==> src/rtl/sm_to_fp_pkg.sv <==
// sm_to_fp_pkg: widths, exponent limit and FSM encoding shared by the
// sign-magnitude to 8-bit float encoder.
package sm_to_fp_pkg;
  localparam int MAG_W = 11;
  localparam int EXP_W = 3;
  localparam int SIG_W = 4;
  localparam int EMAX  = 6;
  localparam int R_W   = MAG_W - 1;
  typedef enum logic [1:0] {
    IDLE  = 2'd0,
    NORM  = 2'd1,
    ROUND = 2'd2,
    DONE  = 2'd3
  } state_t;
endpackage

==> src/rtl/sm_to_fp_round.sv <==
// sm_to_fp_round: round-half-up of the normalised top bits, with carry into
// the exponent and saturation when the magnitude overflowed.
module sm_to_fp_round
  import sm_to_fp_pkg::*;
(
  input  logic [SIG_W:0]   i_rtop,
  input  logic [EXP_W-1:0] i_exp,
  input  logic             i_ovf,
  output logic [EXP_W-1:0] o_exp,
  output logic [SIG_W-1:0] o_sig
);
  logic [SIG_W:0] w_sum;
  logic           w_carry;
  // i_rtop[0] is the round bit sitting just below the significand
  assign w_sum   = {1'b0, i_rtop[SIG_W:1]} + {{SIG_W{1'b0}}, i_rtop[0]};
  assign w_carry = w_sum[SIG_W];
  assign o_exp   = i_ovf ? '1 : i_exp + {{(EXP_W-1){1'b0}}, w_carry};
  assign o_sig   = i_ovf ? '1 : w_carry ? {1'b1, {(SIG_W-1){1'b0}}} : w_sum[SIG_W-1:0];
endmodule

==> src/rtl/sm_to_fp.sv <==
// sm_to_fp: encodes {sign, 11-bit magnitude} as 8-bit float {S, E[2:0], F[3:0]}
// with one normalising shift per clock, a rounding cycle and valid/ready on both sides.
module sm_to_fp
  import sm_to_fp_pkg::*;
(
  input  logic             clk,
  input  logic             rst,
  input  logic             in_valid,
  output logic             in_ready,
  input  logic [MAG_W-1:0] in_sm,
  input  logic             in_sign,
  output logic             out_valid,
  input  logic             out_ready,
  output logic             out_sign,
  output logic [EXP_W-1:0] out_exp,
  output logic [SIG_W-1:0] out_sig,
  output logic             busy
);
  state_t           r_state;
  logic [R_W-1:0]   r_mag;
  logic [EXP_W-1:0] r_exp;
  logic             r_sign;
  logic             r_ovf;
  logic [EXP_W-1:0] w_exp;
  logic [SIG_W-1:0] w_sig;
  assign in_ready = (r_state == IDLE) && !rst;
  assign busy     = (r_state == NORM) || (r_state == ROUND);
  sm_to_fp_round u_round (
    .i_rtop (r_mag[R_W-1:R_W-SIG_W-1]),
    .i_exp  (r_exp),
    .i_ovf  (r_ovf),
    .o_exp  (w_exp),
    .o_sig  (w_sig)
  );
  always_ff @(posedge clk or posedge rst) begin
    if (rst) begin
      r_state   <= IDLE;
      r_mag     <= '0;
      r_exp     <= '0;
      r_sign    <= 1'b0;
      r_ovf     <= 1'b0;
      out_valid <= 1'b0;
      out_sign  <= 1'b0;
      out_exp   <= '0;
      out_sig   <= '0;
    end else begin
      case (r_state)
        IDLE: if (in_valid) begin
          r_mag   <= in_sm[R_W-1:0];
          r_sign  <= in_sign;
          r_exp   <= EXP_W'(EMAX);
          r_ovf   <= in_sm[MAG_W-1];
          r_state <= NORM;
        end
        NORM: if (!r_mag[R_W-1] && r_exp != '0) begin
          r_mag <= {r_mag[R_W-2:0], 1'b0};
          r_exp <= r_exp - EXP_W'(1);
        end else begin
          r_state <= ROUND;
        end
        ROUND: begin
          out_sign  <= r_sign;
          out_exp   <= w_exp;
          out_sig   <= w_sig;
          out_valid <= 1'b1;
          r_state   <= DONE;
        end
        DONE: if (out_ready) begin
          out_valid <= 1'b0;
          r_state   <= IDLE;
        end
      endcase
    end
  end
endmodule
==> config.mk <==
export PLATFORM = sky130hd
export DESIGN_NAME = sm_to_fp
export DESIGN_NICKNAME = d
export VERILOG_FILES = /design/src/rtl/sm_to_fp_pkg.sv /design/src/rtl/sm_to_fp_round.sv /design/src/rtl/sm_to_fp.sv
export SDC_FILE = /design/constraint.sdc
export NUM_CORES = 1
export LEC_CHECK = 0
export BUFFER_PORTS_ARGS = -buffer_cell sky130_fd_sc_hd__buf_2
export CORE_ASPECT_RATIO = 0.9
export CORE_UTILIZATION = 40
export DETAILED_ROUTE_END_ITERATION = 8
export PLACE_DENSITY = 0.61
export SYNTH_ARGS = -nofsm -noshare
export SYNTH_HDL_FRONTEND = slang
export SYNTH_SLANG_ARGS = --single-unit
export TNS_END_PERCENT = 10
==> constraint.sdc <==
create_clock -name clk -period 2.2 [get_ports clk]
set_input_delay 0 -clock clk [delete_from_list [all_inputs] [get_ports clk]]
set_output_delay 0 -clock clk [all_outputs]
set_load 0.01 [all_outputs]
After elaboration in Yosys (flattened, before gate mapping)
Index checks and enable logic that the tools add are counted.
{"block": "totals", "in_bits": 16, "output_inout_bits": 11, "register_bits": 26, "elab_cells": 47}
{"block": "op_classes", "mux": 15, "reduce_logical": 13, "n_eq_ne": 7, "n_addsub": 3}
{"cell": "two-way mux 10 bit", "n": 2}
{"cell": "case mux 10 bit (2 select lines)", "n": 1}
{"cell": "two-way mux 3 bit", "n": 3}
{"cell": "two-way mux 4 bit", "n": 2}
{"cell": "case mux 2 bit (4 select lines)", "n": 1}
{"cell": "two-way mux 2 bit", "n": 3}
{"cell": "!= test 2 bit (second input constant)", "n": 3}
{"cell": "case mux 3 bit (2 select lines)", "n": 1}
{"cell": "AND reduction 3 bit", "n": 2}
{"cell": "adder 4 x 1 -> 5 bit", "n": 1}
{"cell": "== test 2 bit (second input constant)", "n": 2}
{"cell": "AND reduction 2 bit", "n": 2}
{"cell": "nonzero test 2 bit", "n": 2}
{"cell": "adder 3 x 1 -> 3 bit", "n": 1}
{"cell": "nonzero test 3 bit", "n": 1}
{"cell": "subtractor 3 x 1 -> 3 bit (second input constant)", "n": 1}
{"cell": "== test 2 x 1 -> 1 bit (second input constant)", "n": 1}
{"cell": "logical AND 1 bit", "n": 2}
{"cell": "logical NOT 1 bit", "n": 2}
{"cell": "logical NOT 2 bit", "n": 1}
{"cell": "!= test 2 x 1 -> 1 bit (second input constant)", "n": 1}
{"cell": "case mux 1 bit (2 select lines)", "n": 1}
{"cell": "logical OR 1 bit", "n": 1}
{"cell": "two-way mux 1 bit", "n": 1}

Logic depth before layout (Yosys ltp)
{"block": "logic_depth", "depth_word": 4, "depth_mapped": 7, "ltp_nobuf": 7}

Cells and area by module
Synthesis repeated with hierarchy kept, for this count alone.
{"block": "hier_totals", "hier_cells": 111, "area_unflattened_um2": 1405.1}
{"module": "sm_to_fp", "area_each_um2": 1258.7, "instances": 1, "cells_per_inst": 93, "seq_area_each_um2": 650.6}
{"module": "sm_to_fp_round", "area_each_um2": 146.4, "instances": 1, "cells_per_inst": 18, "seq_area_each_um2": 0.0}

Least setup slack after synthesis
Ideal clock, no wire load.
{"block": "synth_path", "kind": "register to register", "start": "register r_mag[5]", "end": "register out_exp[2]", "stages_incl_launch_ff": 8, "path_buffers": 0, "slack_ns": 0.483, "period_less_slack_ns": 1.717, "required_ns": 2.079, "setup_ns": 0.121, "t_arrival_ns": 1.596, "path_cell_list": "dfrtp_1 > ha_1 > ha_1 > and3_2 > ha_1 > ha_1 > xor2_1 > o22a_1"}
{"block": "synth_between", "elab_chain_cells": 3}
{"element": "start, declared", "line_no": "sm_to_fp.sv:20", "source": "logic [R_W-1:0] r_mag;"}
{"element": "start signal, assigned", "line_no": "sm_to_fp.sv:49", "source": "r_mag <= in_sm[R_W-1:0];"}
{"element": "start signal, assigned", "line_no": "sm_to_fp.sv:56", "source": "r_mag <= {r_mag[R_W-2:0], 1'b0};"}
{"element": "adder 4 x 1 -> 5 bit", "line_no": "sm_to_fp_round.sv:15", "source": "assign w_sum = {1'b0, i_rtop[SIG_W:1]} + {{SIG_W{1'b0}}, i_rtop[0]};"}
{"element": "adder 3 x 1 -> 3 bit", "line_no": "sm_to_fp_round.sv:17", "source": "assign o_exp = i_ovf ? '1 : i_exp + {{(EXP_W-1){1'b0}}, w_carry};"}
{"element": "two-way mux 3 bit", "line_no": "sm_to_fp_round.sv:17"}
{"element": "end signal, assigned", "line_no": "sm_to_fp.sv:63", "source": "out_exp <= w_exp;"}
{"element": "end, declared", "line_no": "sm_to_fp.sv:15", "source": "output logic [EXP_W-1:0] out_exp,"}
Every way passes these cells.
A chain may end at the register's enable or synchronous reset.

Final worst setup path
Ends and elaborated chain as after synthesis.

==> impl_summary.log <==
INFO  metric status = finished clean
INFO  metric slew_headroom = a little over half
INFO  metric finalClockSkew = around 0.0026 ns
INFO  metric hold_fails_final_rpt = 0
INFO  metric dp_worst_setup_slack = 0.337 ns
INFO  metric antenna_violating_nets_post_route = 0
INFO  metric syn_to_final_growth = 19.3%
INFO  metric final_wl = approximately 2300 um
INFO  metric layout_worst_path_cycle_share = between 80% and 90%
INFO  metric dp_hpwl = roughly 1800 um
INFO  metric cts-htree-levels = 1
INFO  metric p_leak = approximately 0.00076 uW
INFO  metric viasPerCell = 4.85
INFO  metric p_comb_share = between 40 and 50%
INFO  metric ys_warn_count = 0
INFO  metric top_layer_used = met4
INFO  metric diodes = 0
INFO  metric num_io_pins = 27
INFO  metric die-area = 3640 um2
INFO  metric grt_pass1_wl = between 4000 and 5000 um
INFO  metric initialDrtViolationCount = 36
INFO  metric maxCapViolations = 0
INFO  metric clock_sinks = 26
INFO  metric met3_length = 101 um
INFO  metric startpoint_type = register
INFO  metric first_global_vias = 923
INFO  metric postCtsResizedCells = 0
INFO  metric drive_gt1_share = 41.6%
INFO  metric cts.clk_slew.worst_paths = 0.08 ns
INFO  metric clk-insertion-delay-late = 0.27 ns
INFO  metric cts_buffers = 3
INFO  metric wl_met2 = roughly 1100 um
INFO  metric die_h = roughly 57 um
INFO  metric ys.flop_type = dfrtp_1
INFO  metric placement.io_buffers = 26
INFO  metric hold_class = in -> reg
INFO  metric power_frac_clock = 13.1%
INFO  metric initial_core_util = a little over two fifths
INFO  metric crit_path_max_fanout = 3
INFO  metric synthesized_area_per_cell = roughly 13 um2
INFO  metric max_slew_vio_count = 0
INFO  metric critPathCaptureType = register
INFO  metric grt_antenna_before_repair = 0
INFO  metric std_cell_rows = 19
INFO  metric clock_path_buffers = 2
INFO  metric grt_util_all_layers = between 10% and 20%
INFO  metric synth_top_area_share = approximately 48%
INFO  metric number_of_enable_flip_flop_cells_after_synthesis = 0
INFO  metric detail_route.wl_per_cell = between 10 and 15 um
INFO  metric largest_net_degree_at_the_start_of_global_routing = 27
INFO  metric gpl.final_weighted_congestion = a little under 0.8
INFO  metric netlist-cell-type-count = 26
INFO  metric synthTopCellsByArea = dfrtp_1 48%, mux2_2 16%, ha_1 10%
INFO  metric peak_clock_frequency_supported_by_timing = ~0.53 GHz
INFO  metric vdd_drop_max = a little under 0.6 mV
INFO  metric layout_min_cycle_time = 1.88 ns
INFO  metric remaining_drc_errors = 0
INFO  metric post_synthesis_net_count = about 130
INFO  metric async_flop_share = 100%
INFO  metric die_width = between 60 and 70 um
INFO  metric worst-slew-pin-transition = 0.704 ns
INFO  metric seq_area_frac_synth = 47.8%
INFO  metric overflow = 0
INFO  metric netlist_instances = 104
INFO  metric rsz0062_at_grt = no
INFO  metric synthesis.area = 1360 um2
INFO  metric critical_path_required = roughly 2.4 ns
INFO  metric seq_power_share = a little under two fifths
INFO  metric cts_root_buffer = clkbuf_8
INFO  metric finalSetupViolCount = 0
INFO  metric fin_tns_setup = 0 ns
INFO  metric post-route-worst-setup-slack = 0.323 ns
INFO  metric yosysMostFrequentCell = dfrtp_1
INFO  metric cellPowerDensity = between 1000 and 1500 nW/um2
INFO  metric power.switching = about 810 uW
INFO  metric wirelength_met1 = 1100 um
INFO  metric postCtsSetupRepairBufs = 0
INFO  metric critical_path_arrival = 2.04 ns
INFO  metric synth.ff_latch_count = 26
INFO  metric synth_top_cells_by_count = 26 x dfrtp_1, 19 x mux2_2, 11 x ha_1, 8 x inv_1, 6 x o22a_1
INFO  metric netSwitchingFraction = between 30% and 40%
INFO  metric core_region_area = 3140 um2
INFO  metric p_int = approximately 1500 uW
INFO  metric layout.nets = about 170
INFO  metric vias = approximately 870
INFO  metric drtPass1Iterations = 4
INFO  metric critical_path_class = reg -> reg
INFO  metric netlist.top_cell.by_area = dfrtp_1
INFO  metric tritoncts_clock_tree = built
per-stage QoR:
step	instance area [um2]	util [%]	hold WS, ns	total power (uW)	std cells
3_3_place_gp	1530	48.7	0.0850	2000	171
3_5_place_dp	1530	48.7	0.0874	2030	171
5_1_grt	1620	51.7	0.0704	2500	179
4_1_cts	1620	51.7	0.0616	2350	179
2_1_floorplan	1360	-	0.0400	1780	104
6_report	1620	51.7	0.0639	2310	179
layout make-up:
| cell class | count | area [um2] |
|---|---|---|
| fill | 291 | 1520 |
| sequential | 26 | 651 |
| multi-input combinational | 66 | 642 |
| timing repair buffer | 33 | 193 |
| clock buffer | 4 | 55.1 |
| tap | 42 | 52.6 |
| inverter | 8 | 30.0 |
state kept, by name (all words and copies together), names as in the netlist:
name       flops
r_ovf          1
out_exp        3
out_sig        4
r_exp          3
r_mag         10
r_sign         1
out_sign       1
out_valid      1
r_state        2
timing repair:
action	in CTS	in global routing
endpoints found under the hold margin	29	0
hold buffers	4	0
endpoints found under the setup margin	0	0
power by group through the flow:
stage          Clock, uW  Combinational, uW  Sequential, uW
6_report             303               1150             855
5_1_grt              335               1280             888
3_3_place_gp           0               1140             857
3_5_place_dp           0               1160             866
2_1_floorplan          0                917             866
4_1_cts              322               1170             857
worst paths after layout:
path                                   end  slack, ns       start  cells after the start
worst max-delay path            out_exp[2]       0.32    r_mag[5]                      7
worst min-delay path              r_mag[8]       0.06    in_sm[8]                      3
worst max register to register  out_exp[2]       0.32    r_mag[5]                      7
worst min register to register  out_sig[1]       0.50  out_sig[1]                      1
max in group asynchronous         r_mag[2]       1.61         rst                      4
min in group asynchronous           r_sign       0.34         rst                      4
kinds of logic (layout without fill, tap and decap cells):
| logic type | after synthesis | count (layout) | synth area share (%) |
|---|---|---|---|
| AND/OR/NAND/NOR | 14 | 14 | 5.70 |
| AO/OA/AOI/OAI | 13 | 13 | 8.37 |
| adder cells (fa/ha/maj) | 11 | 11 | 10.1 |
| buffers and inverters | 12 | 45 | 4.97 |
| flip-flops | 26 | 26 | 47.8 |
| XOR/XNOR | 3 | 3 | 1.93 |
| multiplexers | 25 | 25 | 21.1 |
metal layers:
metal  vias to the layer above  track usage [%]
met5                         -                0
met4                         0             3.90
met3                         3             4.40
met2                        17             23.7
met1                       415             19.4
li1                        434                -
critical path, stage by stage, from the launching register on:
cell and delay (ns):
dfrtp_1 0.41, ha_1 0.23, ha_1 0.22, and3_2 0.24
ha_1 0.19, ha_1 0.18, xor2_1 0.14, o22a_1 0.15
layout by cell type, fill, tap and decap left out, types with 2 or more instances in the layout:
master         instances
buf_2                 26
nand4_1                2
mux2_4                 2
o22a_1                 6
nor2_1                 2
xor2_1                 2
mux2_2                19
mux2_1                 2
clkbuf_8               4
mux2i_1                2
dfrtp_1               26
nor2b_1                3
buf_4                  3
nand2b_1               2
a21boi_0               2
nand2_1                2
inv_1                  8
ha_1                  11
dlygate4sd3_1          4
Note: power is estimated with default switching activity, not from simulation.
